===== src/rtl/apb_rr_master_if.sv =====
// Bundles the requester handshake and the APB3 bus of apb_rr_master.
// The master modport is the arbiter's view; slave is the requesters/APB slave side.
interface apb_rr_master_if #(
  parameter int DATA_WIDTH = 32,
  parameter int ADDR_WIDTH = 32,
  parameter int NUM_REQ    = 2
) ();

  logic [NUM_REQ-1:0]            req_valid;
  logic [NUM_REQ-1:0]            req_write;
  logic [NUM_REQ*ADDR_WIDTH-1:0] req_addr;
  logic [NUM_REQ*DATA_WIDTH-1:0] req_wdata;
  logic [NUM_REQ-1:0]            req_ready;
  logic [NUM_REQ-1:0]            rsp_valid;
  logic [DATA_WIDTH-1:0]         rsp_rdata;
  logic                          rsp_err;

  logic                          psel;
  logic                          penable;
  logic                          pwrite;
  logic [ADDR_WIDTH-1:0]         paddr;
  logic [DATA_WIDTH-1:0]         pwdata;
  logic [DATA_WIDTH-1:0]         prdata;
  logic                          pready;

  modport master (
    input  req_valid, req_write, req_addr, req_wdata, prdata, pready,
    output req_ready, rsp_valid, rsp_rdata, rsp_err,
           psel, penable, pwrite, paddr, pwdata
  );

  modport slave (
    output req_valid, req_write, req_addr, req_wdata, prdata, pready,
    input  req_ready, rsp_valid, rsp_rdata, rsp_err,
           psel, penable, pwrite, paddr, pwdata
  );

endinterface


===== src/rtl/apb_rr_master.sv =====
// APB3 master shared by NUM_REQ requesters through a round-robin arbiter,
// with a bounded wait on pready and a one-cycle response pulse per transfer.
module apb_rr_master #(
  parameter int DATA_WIDTH = 32,
  parameter int ADDR_WIDTH = 32,
  parameter int NUM_REQ    = 2,
  parameter int TIMEOUT    = 16
) (
  input  logic             pclk,
  input  logic             presetn,
  apb_rr_master_if.master  bus
);

  localparam int IDX_W = $clog2(NUM_REQ);
  localparam int CNT_W = 8;

  typedef enum logic [1:0] {
    IDLE   = 2'd0,
    SETUP  = 2'd1,
    ACCESS = 2'd2
  } state_e;

  state_e                 state_q;
  logic [IDX_W-1:0]       grant_q;
  logic [CNT_W-1:0]       wait_cnt_q;
  logic                   psel_q;
  logic                   penable_q;
  logic                   pwrite_q;
  logic [ADDR_WIDTH-1:0]  paddr_q;
  logic [DATA_WIDTH-1:0]  pwdata_q;
  logic [NUM_REQ-1:0]     rsp_valid_q;
  logic [DATA_WIDTH-1:0]  rsp_rdata_q;
  logic                   rsp_err_q;

  logic [IDX_W-1:0]       grant_d;
  logic                   any_req;
  logic                   sel_write;
  logic [ADDR_WIDTH-1:0]  sel_addr;
  logic [DATA_WIDTH-1:0]  sel_wdata;

  // grant_q doubles as the round-robin pointer: the search starts just above it.
  function automatic logic [IDX_W-1:0] wrap_idx(input logic [IDX_W-1:0] base, input int off);
    int sum;
    sum = int'(base) + off;
    if (sum >= NUM_REQ) sum -= NUM_REQ;
    return IDX_W'(sum);
  endfunction

  always_comb begin
    // NOTE: every combinational output gets a default first, so no path can infer a latch.
    grant_d = grant_q;
    any_req = 1'b0;
    for (int off = 1; off <= NUM_REQ; off++) begin
      if (!any_req && bus.req_valid[wrap_idx(grant_q, off)]) begin
        any_req = 1'b1;
        grant_d = wrap_idx(grant_q, off);
      end
    end
  end

  always_comb begin
    sel_write = bus.req_write[grant_d];
    sel_addr  = bus.req_addr[int'(grant_d)*ADDR_WIDTH +: ADDR_WIDTH];
    sel_wdata = bus.req_wdata[int'(grant_d)*DATA_WIDTH +: DATA_WIDTH];
  end

  always_comb begin
    bus.req_ready = '0;
    if (state_q == IDLE && any_req) bus.req_ready[grant_d] = 1'b1;
  end

  always_ff @(posedge pclk or negedge presetn) begin
    if (!presetn) begin
      state_q     <= IDLE;
      grant_q     <= IDX_W'(NUM_REQ-1);
      wait_cnt_q  <= '0;
      psel_q      <= 1'b0;
      penable_q   <= 1'b0;
      pwrite_q    <= 1'b0;
      paddr_q     <= '0;
      pwdata_q    <= '0;
      rsp_valid_q <= '0;
      rsp_rdata_q <= '0;
      rsp_err_q   <= 1'b0;
    end else begin
      // NOTE: sequential state uses non-blocking assignments so every register samples pre-edge values.
      rsp_valid_q <= '0;
      case (state_q)
        IDLE: begin
          if (any_req) begin
            grant_q  <= grant_d;
            pwrite_q <= sel_write;
            paddr_q  <= sel_addr;
            pwdata_q <= sel_wdata;
            psel_q   <= 1'b1;
            state_q  <= SETUP;
          end
        end
        SETUP: begin
          penable_q  <= 1'b1;
          wait_cnt_q <= '0;
          state_q    <= ACCESS;
        end
        ACCESS: begin
          if (bus.pready) begin
            psel_q               <= 1'b0;
            penable_q            <= 1'b0;
            rsp_valid_q[grant_q] <= 1'b1;
            rsp_rdata_q          <= pwrite_q ? '0 : bus.prdata;
            rsp_err_q            <= 1'b0;
            state_q              <= IDLE;
          end else if (wait_cnt_q == CNT_W'(TIMEOUT-1)) begin
            // Slave never answered: abort and report an error with no data.
            psel_q               <= 1'b0;
            penable_q            <= 1'b0;
            rsp_valid_q[grant_q] <= 1'b1;
            rsp_rdata_q          <= '0;
            rsp_err_q            <= 1'b1;
            state_q              <= IDLE;
          end else begin
            wait_cnt_q <= wait_cnt_q + 1'b1;
          end
        end
        default: state_q <= IDLE;
      endcase
    end
  end

  assign bus.psel      = psel_q;
  assign bus.penable   = penable_q;
  assign bus.pwrite    = pwrite_q;
  assign bus.paddr     = paddr_q;
  assign bus.pwdata    = pwdata_q;
  assign bus.rsp_valid = rsp_valid_q;
  assign bus.rsp_rdata = rsp_rdata_q;
  assign bus.rsp_err   = rsp_err_q;

endmodule

===== src/flat_wrapper.sv =====
// flat-port wrapper written by rule: the top's interface ports become plain ports
module apb_rr_master_flat 
#(
  parameter int DATA_WIDTH = 32,
  parameter int ADDR_WIDTH = 32,
  parameter int NUM_REQ    = 2,
  parameter int TIMEOUT    = 16
)
  (pclk, presetn, bus_req_valid, bus_req_write, bus_req_addr, bus_req_wdata, bus_prdata, bus_pready, bus_req_ready, bus_rsp_valid, bus_rsp_rdata, bus_rsp_err, bus_psel, bus_penable, bus_pwrite, bus_paddr, bus_pwdata);
  apb_rr_master_if #(.DATA_WIDTH(DATA_WIDTH), .ADDR_WIDTH(ADDR_WIDTH), .NUM_REQ(NUM_REQ)) bus_i ();
  input  logic pclk;
  input  logic presetn;
  input wire logic [$bits(bus_i.req_valid)-1:0] bus_req_valid;
  input wire logic [$bits(bus_i.req_write)-1:0] bus_req_write;
  input wire logic [$bits(bus_i.req_addr)-1:0] bus_req_addr;
  input wire logic [$bits(bus_i.req_wdata)-1:0] bus_req_wdata;
  input wire logic [$bits(bus_i.prdata)-1:0] bus_prdata;
  input wire logic [$bits(bus_i.pready)-1:0] bus_pready;
  output wire logic [$bits(bus_i.req_ready)-1:0] bus_req_ready;
  output wire logic [$bits(bus_i.rsp_valid)-1:0] bus_rsp_valid;
  output wire logic [$bits(bus_i.rsp_rdata)-1:0] bus_rsp_rdata;
  output wire logic [$bits(bus_i.rsp_err)-1:0] bus_rsp_err;
  output wire logic [$bits(bus_i.psel)-1:0] bus_psel;
  output wire logic [$bits(bus_i.penable)-1:0] bus_penable;
  output wire logic [$bits(bus_i.pwrite)-1:0] bus_pwrite;
  output wire logic [$bits(bus_i.paddr)-1:0] bus_paddr;
  output wire logic [$bits(bus_i.pwdata)-1:0] bus_pwdata;
  assign bus_i.req_valid = bus_req_valid;
  assign bus_i.req_write = bus_req_write;
  assign bus_i.req_addr = bus_req_addr;
  assign bus_i.req_wdata = bus_req_wdata;
  assign bus_i.prdata = bus_prdata;
  assign bus_i.pready = bus_pready;
  assign bus_req_ready = bus_i.req_ready;
  assign bus_rsp_valid = bus_i.rsp_valid;
  assign bus_rsp_rdata = bus_i.rsp_rdata;
  assign bus_rsp_err = bus_i.rsp_err;
  assign bus_psel = bus_i.psel;
  assign bus_penable = bus_i.penable;
  assign bus_pwrite = bus_i.pwrite;
  assign bus_paddr = bus_i.paddr;
  assign bus_pwdata = bus_i.pwdata;
  apb_rr_master #(.DATA_WIDTH(DATA_WIDTH), .ADDR_WIDTH(ADDR_WIDTH), .NUM_REQ(NUM_REQ), .TIMEOUT(TIMEOUT)) u_core (.pclk(pclk), .presetn(presetn), .bus(bus_i));
endmodule

===== config.mk =====
export PLATFORM = sky130hd
export DESIGN_NAME = apb_rr_master_flat
export DESIGN_NICKNAME = d
export VERILOG_FILES = /design/src/rtl/apb_rr_master_if.sv /design/src/rtl/apb_rr_master.sv /design/src/flat_wrapper.sv
export SDC_FILE = /design/constraint.sdc
export NUM_CORES = 1
export LEC_CHECK = 0
export BUFFER_PORTS_ARGS = -buffer_cell sky130_fd_sc_hd__buf_2
export CORE_MARGIN = 2
export CORE_UTILIZATION = 47
export CTS_BUF_LIST = sky130_fd_sc_hd__clkbuf_4 sky130_fd_sc_hd__clkbuf_8
export CTS_CLUSTER_DIAMETER = 100
export DETAILED_ROUTE_END_ITERATION = 6
export GPL_ROUTABILITY_DRIVEN = 0
export PLACE_DENSITY_LB_ADDON = 0.05
export SYNTH_ARGS = -nofsm -noshare
export SYNTH_HDL_FRONTEND = slang
export SYNTH_SLANG_ARGS = --single-unit

===== constraint.sdc =====
create_clock -name pclk -period 2 [get_ports pclk]
set_clock_uncertainty 0.15 [all_clocks]
set_input_delay 0.3 -clock pclk [delete_from_list [all_inputs] [get_ports pclk]]
set_output_delay 0.3 -clock pclk [all_outputs]
set_load 0.01 [all_outputs]

# Word-level counts from Yosys, hierarchy flattened
# Index checks and enable logic that the tools add are counted.
# totals
word_cells,85
inputBits,167
regBits,113
# classes
n_shift,2
order_cmp,8
muxes,37
addsub,5
n_eq_ne,7
n_reduce_logical,15
# op_table
operator,count
$shiftx 64x7->32,2
$mux 32,3
$mux 1,19
$mux 8,2
$pmux 8 s2,1
$mux 2,7
$add 8x1->8 const B,1
$eq 8x4->1 const B,1
$lt 1x2->1 const B,4
$reduce_and 2->1,4
$pmux 2 s3,1
$reduce_and 3->1,2
$reduce_bool 2->1,3
$logic_and 1x1->1,4
$ne 2x2->1 const B,2
$pmux 1 s2,2
$add 1x2->3 const B,1
$ge 3x2->1 const B,1
$ne 3x2->1 const B,1
$add 1x1->2 const B,1
$demux 1 s1,2
$eq 2x1->1 const B,1
$eq 2x2->1 const B,1
$ge 1x1->1 const B,2
other kinds (5),6

# Depth between registers and ports, before layout
# depth
ltp_word,14
mapped_depth,8
ltp_nobuf,5

# Least setup slack after synthesis
# Ideal clock, no wire load.
# synth_path
path_type,register to output
start,register u_core.state_q[0]
end,output bus_req_ready[0]
arrival_ns,1.465
path_buffers,2
setup_slack_ns,0.085
stages_incl_launch_ff,7
path_cell_list,dfrtp_1 -> inv_1 -> ha_1 -> and2_1 -> clkbuf_1 -> clkbuf_1 -> and2_1
# synth_via
elab_chain_len,3
# synth_lines
item,line_no,rtl
"start, declared",apb_rr_master.sv:23,state_e state_q;
"start signal, assigned",apb_rr_master.sv:74,state_q <= IDLE;
"start signal, assigned",apb_rr_master.sv:96,state_q <= SETUP;
"start signal, assigned",apb_rr_master.sv:102,state_q <= ACCESS;
$logic_not 2->1,apb_rr_master.sv:69,if (state_q == IDLE && any_req) bus.req_ready[grant_d] = 1'b1;
$logic_and 1x1->1,apb_rr_master.sv:69,
$mux 2,apb_rr_master.sv:69,
"end, declared",flat_wrapper.sv:19,output wire logic [$bits(bus_i.req_ready)-1:0] bus_req_ready;
# No other way between the ends.

# Final worst setup path
# layout_path
start,register u_core.state_q[1]
end,output bus_req_ready[1]
# The elaborated chain is that of the path after synthesis.

==> metrics <==
met1 Use GR about a third; number of global-route vias before repair 5,747; Avg Vias per Cell 5.630; Max Fclk 519.4 MHz; post-synthesis sequential area ratio 53.78%; die height 109.8 um; CTS Buf Count 17; largest net degree at the start of global routing 114; Area growth syn-to-layout 58.14%; Final #Nets 1,000; Post-DP Area 0.006789 sq mm; vias 5,529; Die Wd 109.8 um; worst reg-to-reg setup slack 0.13 ns; switching power total 0.004054 W; first-pass GRT wire length between 20,000 and 30,000 um; DR iter-0 viols between 400 and 500; YS warnings 0; clk buf depth 2; GR peak layer met2; drc violations 0; HP Class input port to flip-flop; WS Path Type flip-flop to output pin; Post-Syn Area per Cell around 11 sq um; clk sinks 113; CTS tree yes; FF-to-FF path depth 4; IO Port Bufs 270; GR Util met3 8.121%; I/O Pins between 200 and 300; GR Layer Usage met2 49.61%; core box area 0.01089 sq mm; Synth Net Count 644; Setup WS pre-CTS 0.1522 ns; cell count after synthesis approximately 470; Worst-Margin Slew 0.6006 ns; Final Cell Area 0.008318 sq mm; Worst-Skew Late Latency 0.44 ns; grt ovf 0; Max Cap Viol 0; antenna viol nets, final 0; Leakage 4.167 nW; RSZ-0062 raised after global routing false; ratio of cells with drive above 1 in the final layout approximately two fifths; Yosys cell types between 40 and 50; Slew Viols, Final 0; final hold viol count 0; die area 0.01205 sq mm; Rows 38; Final Worst Setup Slack 0.07472 ns; Worst R2R Start u_core.wait_cnt_q[0]; Net Sw Frac approximately 36%; Worst setup EP type output pin; Post-Route WL 17,800 um; peak supply drop 0.6658 mV; Setup crit end bus_req_ready[1]; TNS Setup 0 ns; Worst EP arrival approximately 1.5 ns; initial antenna violation count 0; Tcrit/Tclk final 96.26%; H-tree levels 4; Worst Setup Start Kind flip-flop; Setup crit start u_core.state_q[1]; clock transition at the registers of the reported paths 0.07 ns; Slew headroom 59.96%; Root Driver clkbuf_8; Cell Area, Synth about 0.0053 sq mm; post-DP HPWL roughly 11,000 um; PwrDens between 1000 and 1500 mW/mm^2; Worst R2R End u_core.state_q[1]; Tot GR Track Use 29.55%; Seq pwr share 34.6%; ANT cells 0; min cycle time layout about 1.9 ns; status finished, final reports clean; Max FO, Critical Path 3; Starting Density 48.31%; Gate power share 42.3%; Internal Power 0.007254 W; drt pass-1 iters 5; DR WL/cell 18.13 um; clock network fraction of design power 23.1%; data required time of the worst path 1.55 ns; setup violators final 0; register bit total from synthesis 113
placed cells by master (no fill, tap or decap), types with 2 or more instances in the layout:
cell,Yosys,layout
nand3_1,3,2
o221ai_1,4,4
dlygate4sd3_1,0,98
and3_1,68,68
dfrtp_1,112,112
a21oi_1,4,3
nand2b_1,2,2
ha_1,4,3
a22oi_1,32,32
clkinv_2,0,2
a2111oi_0,2,2
inv_2,0,2
o211ai_1,39,39
a221o_1,65,65
and3b_1,2,2
clkinvlp_4,0,2
buf_2,4,268
buf_4,0,16
clkbuf_8,0,22
nor2b_1,2,2
nor3_1,3,3
buf_12,0,7
nand4_1,2,2
nand2_1,41,41
a311o_1,2,2
mux2i_1,2,2
bufinv_16,0,5
inv_1,11,9
and2_4,0,2
o311ai_0,3,3
worst max-delay path: stages (launching register included):
cell and delay [ns]:
dfrtp_1 0.40, inv_2 0.09, ha_4 0.14, nand2_1 0.08, a21oi_4 0.16, buf_2 0.16
power by group through the flow:
stage | combinational (W) | sequential (W) | clock (W)
floorplan | 0.00221 | 0.00427 | 0
global placement | 0.00440 | 0.00388 | 0
detailed placement | 0.00454 | 0.00387 | 0
CTS | 0.00474 | 0.00388 | 0.00265
global route | 0.00522 | 0.00402 | 0.00275
finish | 0.00479 | 0.00391 | 0.00261
synthesized netlist by cell type, drive strengths merged:
master / n / share of area, %
a31oi: 1 / 0.12
dfrtp: 112 / 53
o2111ai: 1 / 0.17
inv: 11 / 0.78
dfstp: 1 / 0.50
and3: 68 / 8.1
mux2i: 2 / 0.38
and4b: 1 / 0.19
a41oi: 1 / 0.17
or4: 2 / 0.36
and2: 2 / 0.24
ha: 4 / 0.95
or3: 1 / 0.12
nor4: 1 / 0.12
nand2: 41 / 2.9
nor2b: 2 / 0.24
nand2b: 2 / 0.24
clkinv: 1 / 0.071
clkbuf: 37 / 2.6
nand3b: 1 / 0.14
a211oi: 1 / 0.14
nor3: 3 / 0.29
o211ai: 39 / 5.6
nand3: 3 / 0.29
a2111o: 1 / 0.21
a21oi: 4 / 0.38
o311ai: 3 / 0.50
o21ai: 1 / 0.095
o221ai: 4 / 0.67
a221o: 65 / 12
a22oi: 32 / 4.6
a311o: 2 / 0.38
nand4: 2 / 0.24
buf: 15 / 1.7
o22ai: 1 / 0.12
a2111oi: 2 / 0.33
and3b: 2 / 0.33
nor2: 1 / 0.071
per-layer routing:
metal / wire length [um] / up-vias / part of all wire [%]
met5: 0 / - / 0
met4: 603 / 0 / 3.4
met3: 1159 / 54 / 6.5
met2: 9080 / 258 / 51
met1: 6957 / 2643 / 39
li1: - / 2574 / -
kinds of logic (layout without fill, tap and decap cells):
group | count (synthesis) | in the layout | synth area share, %
AO/OA/AOI/OAI | 158 | 158 | 25.79
adder cells (fa/ha/maj) | 4 | 4 | 0.9515
buffers and inverters | 64 | 433 | 5.233
flip-flops | 113 | 113 | 53.78
multiplexers | 2 | 2 | 0.3806
AND/OR/NAND/NOR | 132 | 132 | 13.87
stage by stage:
stage               std cells  power (W)  hold slack, ns  util, %
floorplan                 473   0.006479         -0.1456        -
global placement          847   0.008279          0.2843    62.35
detailed placement        847   0.008406          0.2891    62.35
CTS                       981    0.01127         0.01068    76.19
global route              982    0.01199         0.02999    76.40
finish                    982    0.01131         0.02864    76.40
area by class of cell:
| type | instances | area [sq um] |
|---|---|---|
| flip-flops and latches | 113 | 2829 |
| fillers | 751 | 2570 |
| inverters | 12 | 45.04 |
| clock inverters | 9 | 175.2 |
| repair buffers | 389 | 2582 |
| multi-input cells | 296 | 2201 |
| well taps | 140 | 175.2 |
| clock buffers | 23 | 310.3 |
worst min path at each step:
stage | startpoint | to | depth (start not counted)
2_1_floorplan | presetn | u_core.bus.paddr[0] | 0
3_3_place_gp | presetn | u_core.wait_cnt_q[5] | 2
3_5_place_dp | presetn | u_core.wait_cnt_q[5] | 2
4_1_cts | bus_req_wdata[21] | u_core.bus.pwdata[21] | 3
5_1_grt | bus_req_wdata[18] | u_core.bus.pwdata[18] | 3
6_report | bus_req_wdata[30] | u_core.bus.pwdata[30] | 3
what timing repair did:
item,4_1_cts,5_1_grt
endpoints found under the hold margin,209,0
pin swaps,1,0
hold buffers,98,0
resized for setup,5,3
endpoints found under the setup margin,2,3
setup buffers,4,1
flip-flops by register name, indices dropped and copies added, names as in the netlist:
register and cells:
u_core.bus.paddr 32, u_core.bus.rsp_err 1, u_core.wait_cnt_q 8, u_core.bus.pwdata 32, u_core.bus.penable 1, u_core.grant_q 1
u_core.state_q 2, u_core.bus.rsp_rdata 32, u_core.bus.psel 1, u_core.bus.rsp_valid 2, u_core.bus.pwrite 1
(Power assumes the default switching activity.)
